--- src/rtl/mem_access_stage.sv ---
// Memory-access pipeline stage: issues one data-memory request at a time,
// stalls upstream while waiting for ack, and aborts with bus_err_o on timeout.
module mem_access_stage #(
    parameter int TIMEOUT_CYC = 255
) (
    input  logic        clk_i,
    input  logic        rst_i,
    input  logic [31:0] ALUres_i,
    input  logic [31:0] wrdata_i,
    input  logic        MemRead_i,
    input  logic        MemWrite_i,
    input  logic        RegWrite_i,
    input  logic        MemtoReg_i,
    input  logic [4:0]  WriteBackPath_i,
    output logic        stall_o,
    output logic        mem_req_o,
    output logic        mem_we_o,
    output logic [31:0] mem_addr_o,
    output logic [31:0] mem_wdata_o,
    input  logic        mem_ack_i,
    input  logic [31:0] mem_rdata_i,
    output logic        RegWrite_o,
    output logic        MemtoReg_o,
    output logic [31:0] ALUres_o,
    output logic [31:0] rddata_o,
    output logic [4:0]  WriteBackPath_o,
    output logic        misalign_o,
    output logic        bus_err_o
);

    localparam int CNT_W = $clog2(TIMEOUT_CYC + 1);
    localparam logic [CNT_W-1:0] CNT_LAST = CNT_W'(TIMEOUT_CYC - 1);

    typedef enum logic {IDLE = 1'b0, WAIT = 1'b1} state_t;

    function automatic logic isMisaligned(input logic [31:0] addr);
        return (addr[1:0] != 2'b00);
    endfunction

    state_t             state_r, nextState_s;
    logic [CNT_W-1:0]   cnt_r, nextCnt_s;
    logic               memReq_r, memReq_s, memWe_r, memWe_s;
    logic [31:0]        memAddr_r, memAddr_s, memWdata_r, memWdata_s;
    logic               regWrite_r, regWrite_s, memtoReg_r, memtoReg_s;
    logic [31:0]        aluRes_r, aluRes_s, rdData_r, rdData_s;
    logic [4:0]         wbPath_r, wbPath_s;
    logic               misalign_r, misalign_s, busErr_r, busErr_s;
    logic               stall_s, acc_s;

    assign acc_s = MemRead_i | MemWrite_i;

    // Next-state, memory-side and MEM/WB load decisions
    always_comb begin
        nextState_s = state_r;
        nextCnt_s   = cnt_r;
        memReq_s    = memReq_r;
        memWe_s     = memWe_r;
        memAddr_s   = memAddr_r;
        memWdata_s  = memWdata_r;
        regWrite_s  = regWrite_r;
        memtoReg_s  = memtoReg_r;
        aluRes_s    = aluRes_r;
        rdData_s    = rdData_r;
        wbPath_s    = wbPath_r;
        misalign_s  = 1'b0;
        busErr_s    = 1'b0;
        stall_s     = 1'b0;
        case (state_r)
            IDLE: begin
                if (!acc_s) begin
                    regWrite_s = RegWrite_i;
                    memtoReg_s = MemtoReg_i;
                    aluRes_s   = ALUres_i;
                    rdData_s   = 32'h0000_0000;
                    wbPath_s   = WriteBackPath_i;
                end else begin
                    regWrite_s = 1'b0;
                    memtoReg_s = 1'b0;
                    aluRes_s   = 32'h0000_0000;
                    rdData_s   = 32'h0000_0000;
                    wbPath_s   = 5'd0;
                    if (isMisaligned(ALUres_i)) begin
                        misalign_s = 1'b1;
                    end else begin
                        stall_s     = 1'b1;
                        nextState_s = WAIT;
                        nextCnt_s   = '0;
                        memReq_s    = 1'b1;
                        memWe_s     = MemWrite_i;
                        memAddr_s   = ALUres_i;
                        memWdata_s  = wrdata_i;
                    end
                end
            end
            WAIT: begin
                // Ack wins over a timeout landing in the same cycle
                if (mem_ack_i) begin
                    nextState_s = IDLE;
                    memReq_s    = 1'b0;
                    memWe_s     = 1'b0;
                    regWrite_s  = RegWrite_i;
                    memtoReg_s  = MemtoReg_i;
                    aluRes_s    = ALUres_i;
                    rdData_s    = memWe_r ? 32'h0000_0000 : mem_rdata_i;
                    wbPath_s    = WriteBackPath_i;
                end else if (cnt_r == CNT_LAST) begin
                    nextState_s = IDLE;
                    memReq_s    = 1'b0;
                    memWe_s     = 1'b0;
                    busErr_s    = 1'b1;
                    regWrite_s  = 1'b0;
                    memtoReg_s  = 1'b0;
                    aluRes_s    = 32'h0000_0000;
                    rdData_s    = 32'h0000_0000;
                    wbPath_s    = 5'd0;
                end else begin
                    stall_s   = 1'b1;
                    nextCnt_s = cnt_r + CNT_W'(1);
                end
            end
            default: begin
                nextState_s = IDLE;
                memReq_s    = 1'b0;
                memWe_s     = 1'b0;
            end
        endcase
    end

    // State, counter and registered outputs
    always_ff @(posedge clk_i or negedge rst_i) begin
        if (!rst_i) begin
            state_r    <= IDLE;
            cnt_r      <= '0;
            memReq_r   <= 1'b0;
            memWe_r    <= 1'b0;
            memAddr_r  <= 32'h0000_0000;
            memWdata_r <= 32'h0000_0000;
            regWrite_r <= 1'b0;
            memtoReg_r <= 1'b0;
            aluRes_r   <= 32'h0000_0000;
            rdData_r   <= 32'h0000_0000;
            wbPath_r   <= 5'd0;
            misalign_r <= 1'b0;
            busErr_r   <= 1'b0;
        end else begin
            state_r    <= nextState_s;
            cnt_r      <= nextCnt_s;
            memReq_r   <= memReq_s;
            memWe_r    <= memWe_s;
            memAddr_r  <= memAddr_s;
            memWdata_r <= memWdata_s;
            regWrite_r <= regWrite_s;
            memtoReg_r <= memtoReg_s;
            aluRes_r   <= aluRes_s;
            rdData_r   <= rdData_s;
            wbPath_r   <= wbPath_s;
            misalign_r <= misalign_s;
            busErr_r   <= busErr_s;
        end
    end

    // Reset forces the hold request low even if a new access is presented
    assign stall_o         = stall_s & rst_i;
    assign mem_req_o       = memReq_r;
    assign mem_we_o        = memWe_r;
    assign mem_addr_o      = memAddr_r;
    assign mem_wdata_o     = memWdata_r;
    assign RegWrite_o      = regWrite_r;
    assign MemtoReg_o      = memtoReg_r;
    assign ALUres_o        = aluRes_r;
    assign rddata_o        = rdData_r;
    assign WriteBackPath_o = wbPath_r;
    assign misalign_o      = misalign_r;
    assign bus_err_o       = busErr_r;

endmodule

--- config.mk ---
export PLATFORM = sky130hd
export DESIGN_NAME = mem_access_stage
export DESIGN_NICKNAME = d
export VERILOG_FILES = /design/src/rtl/mem_access_stage.sv
export SDC_FILE = /design/constraint.sdc
export NUM_CORES = 1
export LEC_CHECK = 0
export ABC_AREA = 1
export CORE_MARGIN = 2
export CORE_UTILIZATION = 40
export DETAILED_ROUTE_END_ITERATION = 7
export GPL_ROUTABILITY_DRIVEN = 0
export GPL_TIMING_DRIVEN = 0
export HOLD_SLACK_MARGIN = 0.05
export PLACE_DENSITY = 0.84
export REMOVE_ABC_BUFFERS = 1
export SLEW_MARGIN = 20
export SYNTH_ARGS = -nofsm -noshare
export SYNTH_HDL_FRONTEND = slang
export SYNTH_SLANG_ARGS = --single-unit
export TNS_END_PERCENT = 1
--- constraint.sdc ---
create_clock -name clk_i -period 1.57 [get_ports clk_i]
set_input_delay 0.157 -clock clk_i [delete_from_list [all_inputs] [get_ports clk_i]]
set_output_delay 0.157 -clock clk_i [all_outputs]
set_load 0.05 [all_outputs]
Yosys cells after proc, flatten, opt, wreduce, memory -nomap -nowiden
Index checks and enable logic that the tools add are counted.
W data, S select, Z words.
{"block": "totals", "in_bits": 108, "output_inout_bits": 140, "word_cells": 69, "regBits": 148}
{"block": "op_classes", "n_addsub": 1, "bitwise_logic": 4, "n_mux": 41, "eq_ne": 6, "reduce_logical": 4}
{"op": "$mux W32", "n": 5}
{"op": "$pmux W32 S2", "n": 2}
{"op": "$mux W8", "n": 4}
{"op": "$mux W1", "n": 20}
{"op": "$pmux W8 S2", "n": 1}
{"op": "$mux W5", "n": 3}
{"op": "$pmux W1 S2", "n": 5}
{"op": "$pmux W5 S2", "n": 1}
{"op": "$add A8 B1 Y8 const B", "n": 1}
{"op": "$eq A8 B8 Y1 const B", "n": 1}
{"op": "$ne A2 B2 Y1 const B", "n": 4}
{"op": "$reduce_and A3 Y1", "n": 2}
{"op": "$reduce_and A4 Y1", "n": 1}
{"op": "$ne A3 B2 Y1 const B", "n": 1}
{"op": "$not A1 Y1", "n": 2}
{"op": "$reduce_bool A2 Y1", "n": 1}
{"op": "$and A1 B1 Y1", "n": 1}
{"op": "$or A1 B1 Y1", "n": 1}

Longest topological paths before layout
Gate-level depths: netlist (run 1).
{"block": "logic_depth", "depth_word": 5, "depth_mapped": 10, "ltp_nobuf": 9}

Worst setup path after synthesis (run 1)
No wires, ideal clock.
{"block": "synth_timing", "path_type": "register -> output", "from": "register cnt_r[0]", "to": "output port stall_o", "required_ns": 1.413, "arrival_ns": 1.613, "path_buffers": 0, "slack_ns": -0.200, "stages_incl_launch_ff": 8, "cell_sequence": "dfrtp_1 > inv_1 > ha_1 > nand2_1 > nor2_1 > nand3_1 > nand3_2 > nor2_1"}
{"block": "synth_via", "elab_chain_len": 5}
{"element": "from (decl)", "line_no": "41", "rtl": "logic [CNT_W-1:0] cnt_r, nextCnt_s;"}
{"element": "from (signal assigned)", "line_no": "147", "rtl": "cnt_r <= nextCnt_s;"}
{"element": "$eq A8 B8 Y1", "line_no": "106", "rtl": "end else if (cnt_r == CNT_LAST) begin"}
{"element": "$mux W1", "line_no": "106"}
{"element": "$mux W1", "line_no": "97", "rtl": "if (mem_ack_i) begin"}
{"element": "$pmux W1 S2", "line_no": "68", "rtl": "case (state_r)"}
{"element": "$and A1 B1 Y1", "line_no": "163", "rtl": "assign stall_o = stall_s & rst_i;"}
{"element": "to (decl)", "line_no": "15", "rtl": "output logic stall_o,"}
Every way passes these cells.

Worst setup path in the final report (run 1)
Ends and elaborated chain as after synthesis.

==> metrics.csv, run 1 <==
stage,metric,value,unit
routing,wl_met2,8.008,mm
sta,hold_viol,64,
synthesis,ys_seq_area_frac,0.6263,
sta,holdWs,-331.7,ps
routing,antenna_left,0,
setup_path,crit_type,reg -> out,
global_route,grt_antenna_before_repair,0,
sta,timing.final.crit_share,1.111,
sta,relSlewSlack,0.5621,
setup_path,required,1410,ps
die,fp.dieH,125.6,um
global_route,globalRouteOverflowTotal,0,
routing,routedWlPerCell,14.73,um
synthesis,yosysTopAreaCellShare,0.6263,
synthesis,synth_area_leaders,"dfrtp_1, nand2_1, o21ai_0",
routing,vias,5008,
clocking,numCtsBuffers,17,
clocking,tritoncts,built,
routing,drtIter0Drc,312,
power_and_ir_drop,vdd.ir_drop.worst,0.8494,mV
sta,setup-tns-final,-191.9,ps
setup_path,crit_path_end_kind,output pin,
synthesis,yosysWarnings,0,
cells_and_area,mostFrequentLayoutCells,"nand2_1, dfrtp_1, dlygate4sd2_1",
min_path,hold_path_class,in -> async,
sta,period_needed,1745,ps
placement,hpwl,10.50,mm
sta,finalClockSkew,11.78,ps
die,core_area,14480,um2
synthesis,syn-instance-count,634,
synthesis,syn-cell-area,5913,um2
routing,drc,0,
clocking,worstSkewPairLatency,420,ps
synthesis,syn_area_per_cell,9.327,um2
power_and_ir_drop,p_per_area,1412,nW/um2
die,initial_core_util,0.4084,
synthesis,synth-seq-cells,148,
global_route,grt_max_degree,86,
sta,grt_setup_unrepaired,true,
routing,wl_met3,1.014,mm
die,io_pins,248,
sta,tightest_slew,656.9,ps
global_route,grt_pass1_wl,25.56,mm
global_route,grt_pass1_vias,5183,
cells_and_area,final_common_cell,nand2_1,
clocking,cts_root_buf,clkbuf_16,
die,die_area,15770,um2
run_status,outcome,finished with violations,
job,maxCapViolations,0,
sta,post-route-worst-setup-slack,-174.9,ps
routing,drt_wl_total,15.85,mm
setup_path,cp-start-kind,register,
synthesis,yosysTopAreaCell,dfrtp_1,
sta,fmaxAchievable,573.1,MHz
synthesis,synthDistinctLibCells,22,
sta,finalMaxSlewViolations,0,
placement,dp_slack,-806.3,ps
sta,final-setup-viol-count,2,
setup_path,crit_fanout,3,
global_route,track_usage,0.2037,
placement,numPortBuffers,247,
run_status,violations,"negative hold slack, negative setup slack",
cells_and_area,syn2layout_area_growth,53.55,%
clocking,clockBufferDepth,2,
die,die_w,125.6,um
routing,wirelength_met1,6.365,mm
clocking,cts_htree_levels,4,
cells_and_area,final_nets,989,
cells_and_area,n_antenna_cell,0,
power_and_ir_drop,p_leak,4.859,nW
power_and_ir_drop,total_power,12.82,mW
cells_and_area,final_layout_size_suffix_gt1_frac,0.07063,
routing,highest_layer,met4,
clocking,cts.clk_slew.worst_paths,60,ps
setup_path,cp.arrival,1590,ps
routing,dr.pass1.iters,4,
routing,via_per_inst,4.654,
die,std_cell_rows,44,
clocking,cts_sinks,148,
-- through the flow --
step / util / area [um2] / std cells
floorplan: - / 5679 / 605
global placement: 0.5789 / 8382 / 1036
detailed placement: 0.5837 / 8452 / 1038
CTS: 0.6230 / 9020 / 1073
global route: 0.6271 / 9080 / 1076
finish: 0.6271 / 9080 / 1076
-- logic make-up after synthesis --
logic type / Yosys count / synth area share
adders and majority gates: 2 / 0.004231
AOI/OAI and AO/OA: 129 / 0.1092
buffers and inverters: 137 / 0.1090
xor gates and xnor gates: 2 / 0.002963
DFF: 148 / 0.6263
and+or+nand+nor: 216 / 0.1483
-- path summary, 6_finish.rpt --
kind / start / endpoint / slack (ps) / depth (start not counted)
max: cnt_r[0] / stall_o / -170 / 8
min: rst_i / mem_addr_o[18] / -330 / 1
max reg2reg: state_r / mem_wdata_o[8] / -20 / 5
min reg2reg: ALUres_o[1] / ALUres_o[1] / 460 / 2
max in group asynchronous: rst_i / state_r / 1090 / 2
min in group clk_i: mem_rdata_i[22] / rddata_o[22] / 280 / 3
-- state kept, by name, indices dropped and copies added, names as in the netlist --
register	flops
misalign_o	1
cnt_r	8
RegWrite_o	1
mem_req_o	1
ALUres_o	32
bus_err_o	1
mem_addr_o	32
state_r	1
mem_wdata_o	32
rddata_o	32
MemtoReg_o	1
WriteBackPath_o	5
mem_we_o	1
-- cell type report --
cell class	count	area, um2
timing repair buffer	254	2397
fill	1265	5399
inverter	108	424.2
clock inverter	15	251.5
sequential	148	3705
clock buffer	17	425.4
multi-input combinational	350	1647
tap	184	230.2
-- Yosys cell counts --
library cell / instances
inv_2: 1
nand3b_1: 1
nand2_2: 2
nor2_1: 12
nand2_4: 1
inv_1: 106
xor2_1: 2
ha_1: 2
buf_4: 7
nand3_2: 2
buf_2: 7
or2_1: 1
clkbuf_1: 3
nor2_4: 2
buf_6: 12
inv_6: 1
nor3_1: 2
nand3_1: 14
nand2_1: 179
o21ai_0: 92
dfrtp_1: 148
o21ai_1: 37
-- critical path: stages, from the launching register on --
cell	delay, ps
dfrtp_1	380
inv_2	90
ha_4	140
nand2_4	50
nor2_4	130
nand3_2	90
nand3_4	80
nor2_2	40
buf_6	150
-- power by group --
group	total [mW]	switching, mW	internal [mW]	leakage, nW
Clock	4.62	1.62	3.00	0.320
Combinational	3.61	2.63	0.982	2.62
Sequential	4.59	0.273	4.32	1.92
-- metal layers --
layer  vias to the layer above  global-route usage
met5                         -                   0
met4                         0             0.08431
met3                        32             0.06033
met2                       173              0.3459
met1                      2363              0.2421
li1                       2440                   -
-- repair_timing --
item                                    CTS  global route
pin swaps                                 1             4
hold endpoints to repair                 64            64
endpoints found under the setup margin  259           116
buffers inserted                          3             2
gates resized for setup                 158            12
gates cloned                              0             1
Note: power is estimated with default switching activity, not from simulation.
==> run 2: changes to the inputs <==
Settings changed: CORE_UTILIZATION 40 to 43, PLACE_DENSITY 0.84 to 0.89.
==> metrics.csv, run 2 (synthesis results as in run 1) <==
stage,metric,value,unit,change
clocking,cts_sinks,148,,unchanged
die,die_area,14710,um2,-6.8%
cells_and_area,final_common_cell,nand2_1,,
cells_and_area,final_layout_size_suffix_gt1_frac,0.07889,,+0.008261
power_and_ir_drop,switching_power,4.565,mW,+0.92%
global_route,grt_pass1_vias,5320,,+2.6%
sta,period_needed,1732,ps,-13.25 ps
die,io_pins,248,,unchanged
power_and_ir_drop,swShare,0.3689,,+0.01613
power_and_ir_drop,p_per_area,1359,nW/um2,-3.8%
setup_path,cp.arrival,1570,ps,-20 ps
clocking,tritoncts,built,,
global_route,grt_pass1_wl,27.22,mm,+6.5%
job,maxCapViolations,0,,unchanged
setup_path,critPathTopFamily,flip-flops,,
sta,post-route-worst-setup-slack,-161.6,ps,+13.25 ps
routing,vias,5214,,+4.1%
setup_path,cp-start-kind,register,,
run_status,outcome,finished with violations,,
setup_path,crit_type,reg -> out,,
sta,finalMaxSlewViolations,0,,unchanged
clocking,cts_root_buf,clkbuf_16,,
sta,final-setup-viol-count,70,,+68
die,initial_core_util,0.4430,,+0.03461
setup_path,crit_chain,ha_4 -> nand2_2 -> nor2_4 -> nand3_2 -> nand3_4 -> nor2_2 -> buf_6,,
setup_path,crit_fanout,2,,-1
sta,setup-tns-final,-1716,ps,-1524 ps
cells_and_area,mostFrequentLayoutCells,"nand2_1, dfrtp_1, dlygate4sd2_1",,
routing,drt_wl_total,17.75,mm,+12%
cells_and_area,final_nets,998,,+0.91%
global_route,grt_antenna_before_repair,0,,unchanged
sta,hold_viol,70,,+9.4%
clocking,worstSkewPairLatency,420,ps,about the same
clocking,clockBufferDepth,2,,unchanged
routing,drtIter0Drc,353,,+13%
cells_and_area,n_antenna_cell,0,,unchanged
power_and_ir_drop,clockPowerShare,0.329,,-0.031
power_and_ir_drop,p_int,7.810,mW,-5.9%
cells_and_area,nFillCells,1058,,-16%
setup_path,slowest_stage,dfrtp_1,,
die,fp.dieH,121.3,um,-3.4%
placement,hpwl,10.74,mm,+2.3%
placement,post_dp_cell_area,8442,um2,-0.12%
run_status,violations,"negative hold slack, negative setup slack",,
routing,dr.pass1.iters,4,,unchanged
routing,via_per_inst,4.846,,+4.1%
sta,grt_setup_unrepaired,true,,
setup_path,cp_slowest_stage_delay,420,ps,+40 ps
placement,numPortBuffers,247,,unchanged
die,die_w,121.3,um,-3.4%
clocking,cts_htree_levels,4,,unchanged
routing,routedWlPerCell,16.49,um,+12%
setup_path,required,1410,ps,about the same
sta,relSlewSlack,0.5540,,-0.008077
sta,fmaxAchievable,577.5,MHz,+0.77%
cells_and_area,syn2layout_area_growth,54.00,%,
cells_and_area,final_cell_area,9106,um2,+0.29%
placement,dp_slack,-812.9,ps,-6.608 ps
setup_path,cp.buffers_inverters,1,,-1
global_route,grt_max_degree,82,,-4.7%
global_route,globalRouteOverflowTotal,0,,unchanged
sta,finalClockSkew,19.04,ps,+7.257 ps
setup_path,crit_path_end_kind,output pin,,
power_and_ir_drop,p_comb_frac,0.299,,+0.017
min_path,hold_path_class,in -> async,,
die,core_area,13350,um2,-7.8%
sta,holdWs,-326.0,ps,+5.656 ps
clocking,cts.clk_slew.worst_paths,60,ps,about the same
sta,tightest_slew,669.0,ps,+12.12 ps
sta,timing.final.crit_share,1.103,,-0.008439
die,std_cell_rows,42,,-4.5%
global_route,track_usage,0.2452,,+0.04150
clocking,numCtsBuffers,17,,unchanged
power_and_ir_drop,p_leak,4.856,nW,about the same
routing,drc,0,,unchanged
routing,antenna_left,0,,unchanged
power_and_ir_drop,vdd.ir_drop.worst,0.6701,mV,-21%
power_and_ir_drop,seq_power_share,0.371,,+0.013
==> run 2: power by group through the flow <==
stage / clock network (mW) / registers [mW] / logic, mW
final: 4.08 / 4.59 / 3.70
after CTS: 4.13 / 4.59 / 3.69
after detailed placement: 0 / 4.66 / 3.88
after global placement: 0 / 4.65 / 3.80
after floorplan: 0 / 6.39 / 0.521
after global routing: 4.34 / 4.65 / 3.91
==> run 2: through the flow <==
step,power (mW),util,instances
3_3_place_gp,8.450,0.6272,1028
6_report,12.38,0.6822,1076
4_1_cts,12.41,0.6780,1071
5_1_grt,12.90,0.6822,1076
2_1_floorplan,6.916,-,605
3_5_place_dp,8.544,0.6325,1030
==> run 2: area by class of cell <==
| type | instances | area (um2) | share of cell area |
|---|---|---|---|
| multi-input cells | 352 | 1695 | 0.1862 |
| repair inverters | 2 | 27.53 | 0.003023 |
| well taps | 176 | 220.2 | 0.02418 |
| clock buffers | 18 | 429.2 | 0.04713 |
| clock inverters | 13 | 161.4 | 0.01772 |
| flip-flops and latches | 148 | 3705 | 0.4068 |
| inverters | 108 | 427.9 | 0.04699 |
| repair buffers | 259 | 2440 | 0.2679 |
==> run 2: repair_timing <==
| item | 4_1_cts | 5_1_grt |
|---|---|---|
| buffers inserted | 6 | 4 |
| gates cloned | 4 | 1 |
| endpoints found under the setup margin | 265 | 141 |
| resized for setup | 172 | 7 |
| hold endpoints to repair | 70 | 70 |
| pin swaps | 4 | 5 |
==> run 2: worst paths after layout <==
path / start / end / slack (ps) / cells past startpoint
setup / recovery: cnt_r[1] / stall_o / -160 / 7
hold / removal: rst_i / WriteBackPath_o[2] / -330 / 1
setup reg to reg: cnt_r[0] / cnt_r[5] / -120 / 10
hold reg to reg: mem_addr_o[1] / mem_addr_o[1] / 460 / 2
max in group asynchronous: rst_i / ALUres_o[30] / 1110 / 2
min in group clk_i: mem_rdata_i[0] / rddata_o[0] / 280 / 3
==> run 2: worst reg2reg max path: stages (launching register included) <==
cell	delay, ps
dfrtp_1	380
inv_2	80
ha_4	120
nand2_2	60
nor2_4	120
buf_4	120
nand2_2	90
nand2_8	180
nand2_1	200
nand3_1	160
nand2_1	60
==> run 2: per-layer routing <==
metal	up-vias	track usage	routed length [um]
li1	2464	-	-
met1	2497	0.2889	6814
met2	211	0.4119	9109
met3	42	0.06109	1196
met4	0	0.1329	628
met5	-	0	0
==> run 3: changes to the inputs <==
Settings changed: ABC_AREA 1 to default, CORE_UTILIZATION 43 to 42, PLACE_DENSITY 0.89 to 0.88, SLEW_MARGIN 20 to default.
==> metrics.csv, run 3 <==
stage,metric,value,unit,change
die,io_pins,248,,unchanged
setup_path,required,1410,ps,about the same
die,die_w,119.2,um,-1.7%
synthesis,synth_top_flop_cell,dfrtp_1,,
setup_path,cp-start-kind,register,,
clocking,cts.clk_slew.worst_paths,60,ps,about the same
die,std_cell_rows,42,,unchanged
synthesis,synth-seq-cells,148,,unchanged
clocking,cts_htree_levels,4,,unchanged
cells_and_area,final_layout_size_suffix_gt1_frac,0.08564,,+0.006750
synthesis,syn-instance-count,493,,-22%
synthesis,synth_area_leaders,"dfrtp_1, nand2_1, a22o_1",,
die,core_area,13090,um2,-2.0%
cells_and_area,final_nets,857,,-14%
die,initial_core_util,0.4261,,-0.01692
sta,fmaxAchievable,543.7,MHz,-5.9%
cells_and_area,syn2layout_area_growth,58.08,%,
sta,timing.final.crit_share,1.172,,+0.06864
sta,setup-tns-final,-15280,ps,-13560 ps
sta,tightest_slew,895.4,ps,+226.4 ps
global_route,grt_pass1_wl,26.53,mm,-2.5%
power_and_ir_drop,p_leak,4.661,nW,-4.0%
synthesis,synth-async-reset-ratio,1.000,,unchanged
power_and_ir_drop,vdd.ir_drop.worst,0.8562,mV,+28%
cells_and_area,final_common_cell,nand2_1,,
clocking,cts_root_buf,clkbuf_16,,
setup_path,crit_type,reg -> out,,
clocking,numCtsBuffers,17,,unchanged
clocking,cts_sinks,148,,unchanged
die,fp.dieH,119.2,um,-1.7%
run_status,violations,"negative hold slack, negative setup slack",,
setup_path,crit_path_end_kind,output pin,,
global_route,track_usage,0.2400,,-0.005277
clocking,worstSkewPairLatency,420,ps,about the same
clocking,tritoncts,built,,
routing,routedWlPerCell,17.76,um,+7.6%
synthesis,synth_edf_count,0,,unchanged
sta,finalMaxSlewViolations,0,,unchanged
routing,vias,4802,,-7.9%
sta,finalClockSkew,8.752,ps,-10.29 ps
routing,drtIter0Drc,301,,-15%
clocking,clockBufferDepth,2,,unchanged
routing,drc,0,,unchanged
cells_and_area,n_antenna_cell,0,,unchanged
synthesis,synthDistinctLibCells,29,,+32%
power_and_ir_drop,p_per_area,1367,nW/um2,+0.59%
setup_path,rrSetupSlack,-200,ps,-80 ps
routing,antenna_left,0,,unchanged
synthesis,yosysMostFrequentCell,nand2_1,,
routing,via_per_inst,5.136,,+6.0%
setup_path,crit_fanout,2,,unchanged
synthesis,ys_seq_area_frac,0.6643,,+0.03795
synthesis,yosysWarnings,0,,unchanged
synthesis,synth_commonest_cells,"nand2_1, dfrtp_1, a22o_1",,
global_route,grt_antenna_before_repair,0,,unchanged
cells_and_area,mostFrequentLayoutCells,"nand2_1, dfrtp_1, dlygate4sd2_1",,
sta,final-setup-viol-count,106,,+51%
routing,dr.pass1.iters,5,,+1
synthesis,yosysTopAreaCellShare,0.6643,,+0.03795
sta,grt_setup_unrepaired,true,,
global_route,globalRouteOverflowTotal,0,,unchanged
synthesis,yosysTopAreaCell,dfrtp_1,,
sta,relSlewSlack,0.4031,,-0.1509
sta,post-route-worst-setup-slack,-269.4,ps,-107.8 ps
min_path,hold_path_class,in -> async,,
die,die_area,14210,um2,-3.4%
setup_path,cp.arrival,1680,ps,+110 ps
sta,period_needed,1839,ps,+107.8 ps
synthesis,syn_area_per_cell,11.31,um2,+21%
job,maxCapViolations,0,,unchanged
cells_and_area,nFillCells,968,,-8.5%
synthesis,syn-cell-area,5575,um2,-5.7%
sta,hold_viol,59,,-16%
placement,hpwl,11.47,mm,+6.8%
run_status,outcome,finished with violations,,
global_route,grt_pass1_vias,5132,,-3.5%
power_and_ir_drop,total_power,12.05,mW,-2.6%
placement,numPortBuffers,247,,unchanged
global_route,grt_max_degree,90,,+9.8%
routing,drt_wl_total,16.60,mm,-6.5%
sta,holdWs,-305.4,ps,+20.61 ps
-- run 3: area by class of cell --
| type | instances | area [um2] | area share |
|---|---|---|---|
| Timing Repair Buffer | 265 | 2576 | 0.2923 |
| Sequential cell | 148 | 3707 | 0.4206 |
| Multi-Input combinational cell | 313 | 1759 | 0.1996 |
| Clock inverter | 12 | 110.1 | 0.01249 |
| Tap cell | 176 | 220.2 | 0.02499 |
| Clock buffer | 19 | 432.9 | 0.04912 |
| Inverter | 2 | 7.507 | 0.0008518 |
-- run 3: per-stage QoR --
step / std cells / instance area [um2] / util / worst slack (ps)
finish: 935 / 8813 / 0.6736 / -269.4
CTS: 935 / 8781 / 0.6711 / -249.2
global route: 935 / 8813 / 0.6736 / -326.6
floorplan: 463 / 5394 / - / -1684
detailed placement: 895 / 8274 / 0.6323 / -1027
global placement: 886 / 8087 / 0.6180 / -5221
-- run 3: worst max-delay path, stage by stage (launching register included) --
cell and delay [ps]:
dfrtp_1 380, inv_1 70, ha_2 190, nand3_4 90, o21ba_4 230, nor2_4 100, nor2b_2 50, buf_6 150
-- run 3: where the power goes --
part / switching, mW / internal (mW)
sequential: 0.325 / 4.33
combinational: 2.59 / 1.08
clock: 1.56 / 2.17
total: 4.47 / 7.58
-- run 3: kinds of logic (layout without fill, tap and decap cells) --
logic type,after synthesis,after routing,synth area share
DFF,148,148,0.6643
buffers and inverters,32,298,0.03389
adders and majority gates,2,2,0.004488
and+or+nand+nor,216,216,0.1562
AOI/OAI and AO/OA,94,94,0.1391
muxes,1,1,0.002020
-- run 3: path summary, 6_finish.rpt --
path,startpoint,end,cells after the start
max,cnt_r[0],stall_o,7
min,rst_i,rddata_o[11],1
max reg2reg,state_r,mem_addr_o[0],3
min reg2reg,mem_wdata_o[26],mem_wdata_o[26],2
max in group asynchronous,rst_i,mem_addr_o[15],2
min in group clk_i,wrdata_i[29],mem_wdata_o[29],3
-- run 3: metal layers --
| layer | track usage | vias up | routed length, um | share of wire |
|---|---|---|---|---|
| met5 | 0 | - | 0 | 0 |
| met4 | 0.09077 | 0 | 341 | 0.021 |
| met3 | 0.08046 | 26 | 1472 | 0.089 |
| met2 | 0.4145 | 231 | 8417 | 0.51 |
| met1 | 0.2761 | 2356 | 6370 | 0.38 |
| li1 | - | 2189 | - | - |
-- run 3: what timing repair did --
action / CTS / global route
setup endpoints to repair: 285 / 137
hold endpoints to repair: 59 / 59
pin swaps: 12 / 16
resized for setup: 162 / 7
buffers inserted: 8 / 0
gates cloned: 1 / 0
